[config.mk]
export PLATFORM = sky130hd
export DESIGN_NAME = watch_set_controller
export DESIGN_NICKNAME = d
export VERILOG_FILES = /design/src/rtl/watch_set_controller.sv
export SDC_FILE = /design/constraint.sdc
export NUM_CORES = 1
export LEC_CHECK = 0
export BUFFER_PORTS_ARGS = -buffer_cell sky130_fd_sc_hd__buf_2
export CAP_MARGIN = 5
export CELL_PAD_IN_SITES_DETAIL_PLACEMENT = 0
export CELL_PAD_IN_SITES_GLOBAL_PLACEMENT = 1
export CORE_MARGIN = 4
export CORE_UTILIZATION = 35
export DETAILED_ROUTE_END_ITERATION = 10
export PLACE_DENSITY_LB_ADDON = 0.1
export SETUP_SLACK_MARGIN = 0.15
export SYNTH_ARGS = -nofsm -noshare
export SYNTH_HDL_FRONTEND = slang
export SYNTH_SLANG_ARGS = --single-unit
export TNS_END_PERCENT = 10
[constraint.sdc]
create_clock -name clk -period 1.6 [get_ports clk]
set_input_delay 0.16 -clock clk [delete_from_list [all_inputs] [get_ports clk]]
set_output_delay 0.16 -clock clk [all_outputs]
set_load 0.05 [all_outputs]
[src/rtl/watch_set_controller.sv]
// Time-set sequencer for the watch: field select, inc/dec strobes, blink and hold.
// Optional hold-to-repeat strobes are built when WATCH_SET_AUTO_REPEAT_EN is defined.
module watch_set_controller #(
    parameter int TIMEOUT_T = 5000,
    parameter int BLINK_T   = 250,
    parameter int RPT_DLY_T = 500,
    parameter int RPT_PER_T = 100
) (
    input  logic       clk,
    input  logic       rst,
    input  logic       tick,
    input  logic       btn_C,
    input  logic       btn_U,
    input  logic       btn_D,
    output logic [1:0] edit_field,
    output logic       inc_pulse,
    output logic       dec_pulse,
    output logic       blink,
    output logic       time_hold
);

    typedef enum logic [1:0] {
        NORMAL   = 2'd0,
        SET_HOUR = 2'd1,
        SET_MIN  = 2'd2,
        SET_SEC  = 2'd3
    } state_e;

    localparam int TO_W = $clog2(TIMEOUT_T);
    localparam int BL_W = $clog2(BLINK_T);

    if (TIMEOUT_T < 2 || BLINK_T < 2 || RPT_DLY_T < 1 || RPT_PER_T < 1) begin : g_bad_param
        $error("watch_set_controller: counter parameters out of range");
    end

    state_e          state_q, state_d;
    logic            btn_c_q, btn_u_q, btn_d_q, armed_q;
    logic [TO_W-1:0] to_cnt_q, to_cnt_d;
    logic [BL_W-1:0] bl_cnt_q, bl_cnt_d;
    logic            blink_q, blink_d;
    logic            inc_q, inc_d;
    logic            dec_q, dec_d;
    logic            hold_q, hold_d;

    logic rise_c, rise_u, rise_d;
    logic in_edit, key_up, key_dn;
    logic rpt_inc, rpt_dec;

    // armed_q masks the first cycle after reset so a button held through reset is not an edge.
    assign rise_c  = armed_q & btn_C & ~btn_c_q;
    assign rise_u  = armed_q & btn_U & ~btn_u_q;
    assign rise_d  = armed_q & btn_D & ~btn_d_q;
    assign in_edit = (state_q != NORMAL);
    assign key_up  = in_edit & rise_u & ~rise_d & ~rise_c;
    assign key_dn  = in_edit & rise_d & ~rise_u & ~rise_c;

`ifdef WATCH_SET_AUTO_REPEAT_EN
    localparam int RPT_MAX = (RPT_DLY_T > RPT_PER_T) ? RPT_DLY_T : RPT_PER_T;
    localparam int RPT_W   = (RPT_MAX > 1) ? $clog2(RPT_MAX) : 1;

    logic             rpt_act_q, rpt_act_d;
    logic             rpt_up_q, rpt_up_d;
    logic             rpt_per_q, rpt_per_d;
    logic [RPT_W-1:0] rpt_cnt_q, rpt_cnt_d;
    logic             rpt_fire, rpt_stop;

    always_comb begin
        rpt_act_d = rpt_act_q;
        rpt_up_d  = rpt_up_q;
        rpt_per_d = rpt_per_q;
        rpt_cnt_d = rpt_cnt_q;
        rpt_fire  = 1'b0;
        rpt_stop  = !in_edit || rise_c ||
                    (rpt_up_q ? (!btn_U || btn_D) : (!btn_D || btn_U));
        if (key_up && !btn_D) begin
            rpt_act_d = 1'b1;
            rpt_up_d  = 1'b1;
            rpt_per_d = 1'b0;
            rpt_cnt_d = '0;
        end else if (key_dn && !btn_U) begin
            rpt_act_d = 1'b1;
            rpt_up_d  = 1'b0;
            rpt_per_d = 1'b0;
            rpt_cnt_d = '0;
        end else if (rpt_act_q) begin
            if (rpt_stop) begin
                rpt_act_d = 1'b0;
            end else if (tick) begin
                if (!rpt_per_q && rpt_cnt_q == RPT_W'(RPT_DLY_T - 1)) begin
                    rpt_fire  = 1'b1;
                    rpt_per_d = 1'b1;
                    rpt_cnt_d = '0;
                end else if (rpt_per_q && rpt_cnt_q == RPT_W'(RPT_PER_T - 1)) begin
                    rpt_fire  = 1'b1;
                    rpt_cnt_d = '0;
                end else begin
                    rpt_cnt_d = rpt_cnt_q + RPT_W'(1);
                end
            end
        end
    end

    always_ff @(posedge clk) begin
        if (rst) begin
            rpt_act_q <= 1'b0;
            rpt_up_q  <= 1'b0;
            rpt_per_q <= 1'b0;
            rpt_cnt_q <= '0;
        end else begin
            rpt_act_q <= rpt_act_d;
            rpt_up_q  <= rpt_up_d;
            rpt_per_q <= rpt_per_d;
            rpt_cnt_q <= rpt_cnt_d;
        end
    end

    assign rpt_inc = rpt_fire & rpt_up_q;
    assign rpt_dec = rpt_fire & ~rpt_up_q;
`else
    assign rpt_inc = 1'b0;
    assign rpt_dec = 1'b0;
`endif

    // NOTE: every variable gets a default at the top of always_comb so no latch is inferred.
    always_comb begin
        state_d  = state_q;
        to_cnt_d = to_cnt_q;
        bl_cnt_d = bl_cnt_q;
        blink_d  = blink_q;
        inc_d    = key_up | rpt_inc;
        dec_d    = key_dn | rpt_dec;

        if (rise_c) begin
            unique case (state_q)
                NORMAL:   state_d = SET_HOUR;
                SET_HOUR: state_d = SET_MIN;
                SET_MIN:  state_d = SET_SEC;
                SET_SEC:  state_d = NORMAL;
                default:  state_d = NORMAL;
            endcase
        end

        // Any activity beats an expiring timeout in the same cycle.
        if (rise_c || rise_u || rise_d || inc_d || dec_d || !in_edit) begin
            to_cnt_d = '0;
        end else if (tick) begin
            if (to_cnt_q == TO_W'(TIMEOUT_T - 1)) begin
                to_cnt_d = '0;
                state_d  = NORMAL;
            end else begin
                to_cnt_d = to_cnt_q + TO_W'(1);
            end
        end

        if (state_d == NORMAL) begin
            blink_d  = 1'b0;
            bl_cnt_d = '0;
        end else if (state_d != state_q || inc_d || dec_d) begin
            blink_d  = 1'b1;
            bl_cnt_d = '0;
        end else if (tick) begin
            if (bl_cnt_q == BL_W'(BLINK_T - 1)) begin
                blink_d  = ~blink_q;
                bl_cnt_d = '0;
            end else begin
                bl_cnt_d = bl_cnt_q + BL_W'(1);
            end
        end

        hold_d = (state_d == SET_SEC);
    end

    // NOTE: sequential state uses non-blocking assignments only, so every flop sees pre-edge values.
    always_ff @(posedge clk) begin
        if (rst) begin
            state_q  <= NORMAL;
            btn_c_q  <= 1'b0;
            btn_u_q  <= 1'b0;
            btn_d_q  <= 1'b0;
            armed_q  <= 1'b0;
            to_cnt_q <= '0;
            bl_cnt_q <= '0;
            blink_q  <= 1'b0;
            inc_q    <= 1'b0;
            dec_q    <= 1'b0;
            hold_q   <= 1'b0;
        end else begin
            state_q  <= state_d;
            btn_c_q  <= btn_C;
            btn_u_q  <= btn_U;
            btn_d_q  <= btn_D;
            armed_q  <= 1'b1;
            to_cnt_q <= to_cnt_d;
            bl_cnt_q <= bl_cnt_d;
            blink_q  <= blink_d;
            inc_q    <= inc_d;
            dec_q    <= dec_d;
            hold_q   <= hold_d;
        end
    end

    assign edit_field = state_q;
    assign inc_pulse  = inc_q;
    assign dec_pulse  = dec_q;
    assign blink      = blink_q;
    assign time_hold  = hold_q;

endmodule
### Word level (Yosys, flattened, before mapping)

Index checks and enable logic that the tools add are counted.

* register bits after elaboration: 31
* input bits: 6
* output and inout port bits: 6
* word-level logic and storage cells: 67

* add/subtract/negate cells: 2
* eq/ne operators: 7
* muxes and demuxes: 11
* bitwise operators: 19
* reduce and logical (&&, ||, !) cells: 17

Operators with widths (number)
* adder 13 x 1 -> 13 bit (second input constant): 1
* equality test 13 bit (second input constant): 1
* 2-to-1 mux 13 bit: 1
* AND 1 bit: 12
* adder 8 x 1 -> 8 bit (second input constant): 1
* equality test 8 bit (second input constant): 1
* 2-to-1 mux 2 bit: 4
* 2-to-1 mux 8 bit: 1
* one-hot mux 2 bit (4 select lines): 1
* logical OR 1 bit: 7
* NOT 1 bit: 7
* equality test 2 bit (second input constant): 3
* nonzero test 2 bit: 3
* zero test 2 bit: 2
* 2-to-1 mux 1 bit: 4
* OR reduction 2 bit: 2
* OR reduction 3 bit: 1
* equality test 2 x 1 -> 1 bit (second input constant): 1
* inequality test 2 bit: 1
* AND reduction 2 bit: 1
* zero test 1 bit: 1

### Logic depth before layout (Yosys ltp)

* word-level depth: 14
* depth in mapped cells: 8
* mapped depth without buffers: 7

### Worst setup path before layout

No wires, ideal clock.

* path type: register to register
* start point: register state_q[0] (netlist: edit_field[0])
* end point: register to_cnt_q[0]
* library setup time: 0.064 ns
* arrival time: 1.924 ns
* required time: 1.536 ns
* slack: -0.388 ns
* stages on the path, launching flop included: 8
* buffers on the path: 1
* clock period less this slack: 1.988 ns
* cell sequence: dfxtp_1 > inv_1 > ha_1 > a21oi_1 > nand3_1 > or2_2 > buf_2 > nor2_1

* cells in the longest elaborated chain, start to end: 8
* elaborated cells on any way between the ends: 12
* those cells by class: bitwise: 6; reduce/logical: 6

RTL lines
* start: declaration: line 36 `state_e state_q, state_d;`
* start signal: assignment: line 188 `state_q <= state_d;`
* nonzero test 2 bit *: line 53 `assign in_edit = (state_q != NORMAL);`
* AND 1 bit (3 in a row): line 54 `assign key_up = in_edit & rise_u & ~rise_d & ~rise_c;`
* logical OR 1 bit (2 in a row): line 144 `if (rise_c || rise_u || rise_d || inc_d || dec_d || !in_edit) begin`
* logical OR 1 bit *: line 144
* OR reduction 2 bit (no line) *
* end signal: assignment: line 193 `to_cnt_q <= to_cnt_d;`
* end: declaration: line 38 `logic [TO_W-1:0] to_cnt_q, to_cnt_d;`

Mark *: on every way between the ends. The rest lies on a longest branch, timed or not.
A chain may end at the register's enable or synchronous reset.

### Worst setup path in the final report

* start point: register to_cnt_q[10]
* end point: register bl_cnt_q[6]

* cells in the longest elaborated chain, start to end: 8
* elaborated cells on any way between the ends: 9
* those cells by class: eq/ne: 2; mux: 3; reduce/logical: 4

RTL lines
* equality test 13 bit *: line 147 `if (to_cnt_q == TO_W'(TIMEOUT_T - 1)) begin`
* 2-to-1 mux 2 bit *: line 147
* 2-to-1 mux 2 bit *: line 146 `end else if (tick) begin`
* 2-to-1 mux 2 bit *: line 144
* inequality test 2 bit: line 158 `end else if (state_d != state_q || inc_d || dec_d) begin`
* logical OR 1 bit (2 in a row): line 158
* OR reduction 3 bit (no line) *
* end signal: assignment: line 194 `bl_cnt_q <= bl_cnt_d;`
* end: declaration: line 39 `logic [BL_W-1:0] bl_cnt_q, bl_cnt_d;`

Marked as above.

==> results.cfg <==
[logic_synthesis]
yosysWarnings = 0
synth_area_per_cell_um2 = 8.65
synth_edf_count = 0
ys_ff_latch = 31
synthCells = 169
syn_area_mm2 = 0.00146
synthTopCellsByArea = dfxtp_1 42%, nor2_1 7.4%, xnor2_1 6.6%, xor2_1 4.8%, ha_1 4.3%
synthFlopType = dfxtp_1
synth_top_area_frac = 0.424
synth_nets = 180
synth_top_area_cell = dfxtp_1
yosysSeqAreaShare = 0.424
ys_types = 35
async_flop_share = 0

[route]
met1_length_um = 1450
wl_met3_um = 131
vias_per_cell = 4.80
drt_first_pass_iters = 4
dr_wl_met2_um = 1480
drcViolationCount = 0
first_iter_violations = 66
wire_per_inst_um = 12.0
topRoutingLayerUsed = met4
ant_nets = 0
vias = 1248
drt-total-wl_um = 3120

[place]
hpwl_um = 2250
port_buffers = 11
routabilityCongestion = 0.838
dp_slack_ps = -78.3
placed_cells = 252

[setup_path]
cp-start-kind = flip-flop
cp_slowest_cell = or4b_4
crit_arrival_ps = 1840
crit_chain = or4b_4 > nor4_4 > a31o_2 > nand4bb_1 > buf_6 > a21oi_1
crit_path_end_kind = flip-flop
critPathMaxStageDelay_ps = 550
crit_fanout = 8
required_ps = 1770
crit_type = flip-flop to flip-flop

[sta]
maxSlewViolCount = 0
timing.fmax_mhz = 600
period_share = 1.04
grt_setup_unrepaired = true
timing.final.ws_setup_ps = -66.1
tightest_slew_ps = 356
finalHoldViolCount = 0
finClkSkew_ps = 3.25
slew_headroom = 0.761
fin_crit_ps = 1670
setup-violations-final = 9

[cts]
cts_setup_buffers = 0
cts_buffers = 5
h-tree-depth = 2
worst_skew_pair.late_latency_ps = 280
clkSinkCount = 31
cts_root_buffer = clkbuf_8
cts-root-to-sink-buffers = 2
path_clk_slew_ps = 70
cts_tree = built

[power]
power_density_mw_per_mm2 = 927
p_leak_nw = 0.749
ir_drop_v = 0.000538

[status]
status = finished with violations
violations = negative setup slack

[floorplanning]
fp.dieW_um = 72.6
num_rows = 23
die_h_um = 72.6
start_util = 0.363
core_region_area_mm2 = 0.00403
io_pins = 12
die_area_mm2 = 0.00528

[cells_and_area]
finalNonFillerCells = 260
n_antenna_cell = 0
layout-drive-gt1-share = 0.300
syn2layout_area_growth_pct = 32.6
nNetsFinal = 220

[global_routing]
antenna_found_initial = 0
grt-ovfl-total = 0
grt_pass1_vias = 1248
grt_first_pass_wirelength_um = 5370
grt_max_degree = 13
grtUsageTotal = 0.131

[flow_run]
max-cap-violations = 0

[hold_path]
hp-class = input pin to flip-flop
[flip-flops by register name, summed over array words and instances (netlist names)]
name / cells
btn_d_q: 1
btn_u_q: 1
armed_q: 1
to_cnt_q: 13
bl_cnt_q: 8
inc_pulse: 1
dec_pulse: 1
edit_field: 2
time_hold: 1
blink: 1
btn_c_q: 1
[metrics by stage]
step	hold slack (ps)	utilization	TNS [ps]	power [mW]	cell area, µm²
2_1_floorplan	232	-	-41.1	0.895	1480
3_3_place_gp	387	0.439	-422	0.942	1770
3_5_place_dp	400	0.439	-620	0.945	1770
4_1_cts	101	0.472	-727	1.82	1900
5_1_grt	111	0.481	-1170	1.88	1940
6_report	109	0.481	-524	1.80	1940
[cell type report]
type	instances	area (µm²)
clock buffer	6	93.8
timing repair buffer	38	262
inverter	4	15.0
sequential	31	629
fill	419	2090
tap	50	62.6
clock inverter	2	37.5
multi-input combinational	129	840
[cell usage in the layout, fill, tap and decap left out, types with 4 or more instances in the layout]
| cell type | instances |
|---|---|
| nor2_1 | 28 |
| dfxtp_1 | 28 |
| buf_4 | 26 |
| nand2_1 | 14 |
| xnor2_1 | 11 |
| buf_2 | 11 |
| xor2_1 | 8 |
| nand4_1 | 7 |
| nor2b_1 | 6 |
| a21oi_1 | 6 |
| nand3_1 | 5 |
| clkbuf_8 | 5 |
| o21ai_0 | 4 |
| nor3_1 | 4 |
| and3_1 | 4 |
[synth_stat cells (all sizes together), types with 5 or more instances]
cell type and number:
dfxtp 31, nand3 5, and3 5, a21oi 7
ha 5, nand4 7, nor2 29, o21ai 5
xnor2 11, nand2 14, xor2 8, nor2b 7
[what timing repair did]
action | CTS | global route
resized for setup | 1 | 9
pin swaps | 1 | 0
hold buffers | 0 | 0
endpoints found under the setup margin | 23 | 23
[cell families after synthesis]
group	after synthesis	share of synthesized area
and+or+nand+nor	85	0.299
DFF	31	0.424
xor gates and xnor gates	19	0.114
AOI/OAI and AO/OA	17	0.0701
buffers and inverters	9	0.0299
adders and majority gates	5	0.0428
muxes	3	0.0205
[layer usage]
metal  global-route usage  vias to the layer above
met5                    0                        -
met4               0.0635                        0
met3               0.0482                        6
met2                0.200                       25
met1                0.162                      562
li1                     -                      655
[path summary, 6_finish.rpt]
| path | from | to | slack, ps | cells after the start |
|---|---|---|---|---|
| worst max-delay path | to_cnt_q[10]$_SDFFE_PP0P_ | bl_cnt_q[6]$_SDFFE_PP0P_ | -70 | 6 |
| worst min-delay path | btn_D | btn_d_q$_SDFF_PP0_ | 110 | 2 |
| worst max register to register | to_cnt_q[10]$_SDFFE_PP0P_ | bl_cnt_q[6]$_SDFFE_PP0P_ | -70 | 6 |
| worst min register to register | bl_cnt_q[7]$_SDFFE_PP0P_ | bl_cnt_q[7]$_SDFFE_PP0P_ | 490 | 2 |
[critical path, delay by kind of cell (launching register included)]
family	cells	cell delay [ps]
buffers and inverters	1	140
AOI/OAI and AO/OA	2	240
DFF	1	310
and+or+nand+nor	3	860
[report_power, final]
group,switching [mW],total (mW),internal (mW),leakage [nW]
logic,0.0788,0.147,0.0686,0.433
registers,0.00689,0.788,0.781,0.253
clock network,0.306,0.864,0.558,0.0626
Power figures use the tool's default switching activity.
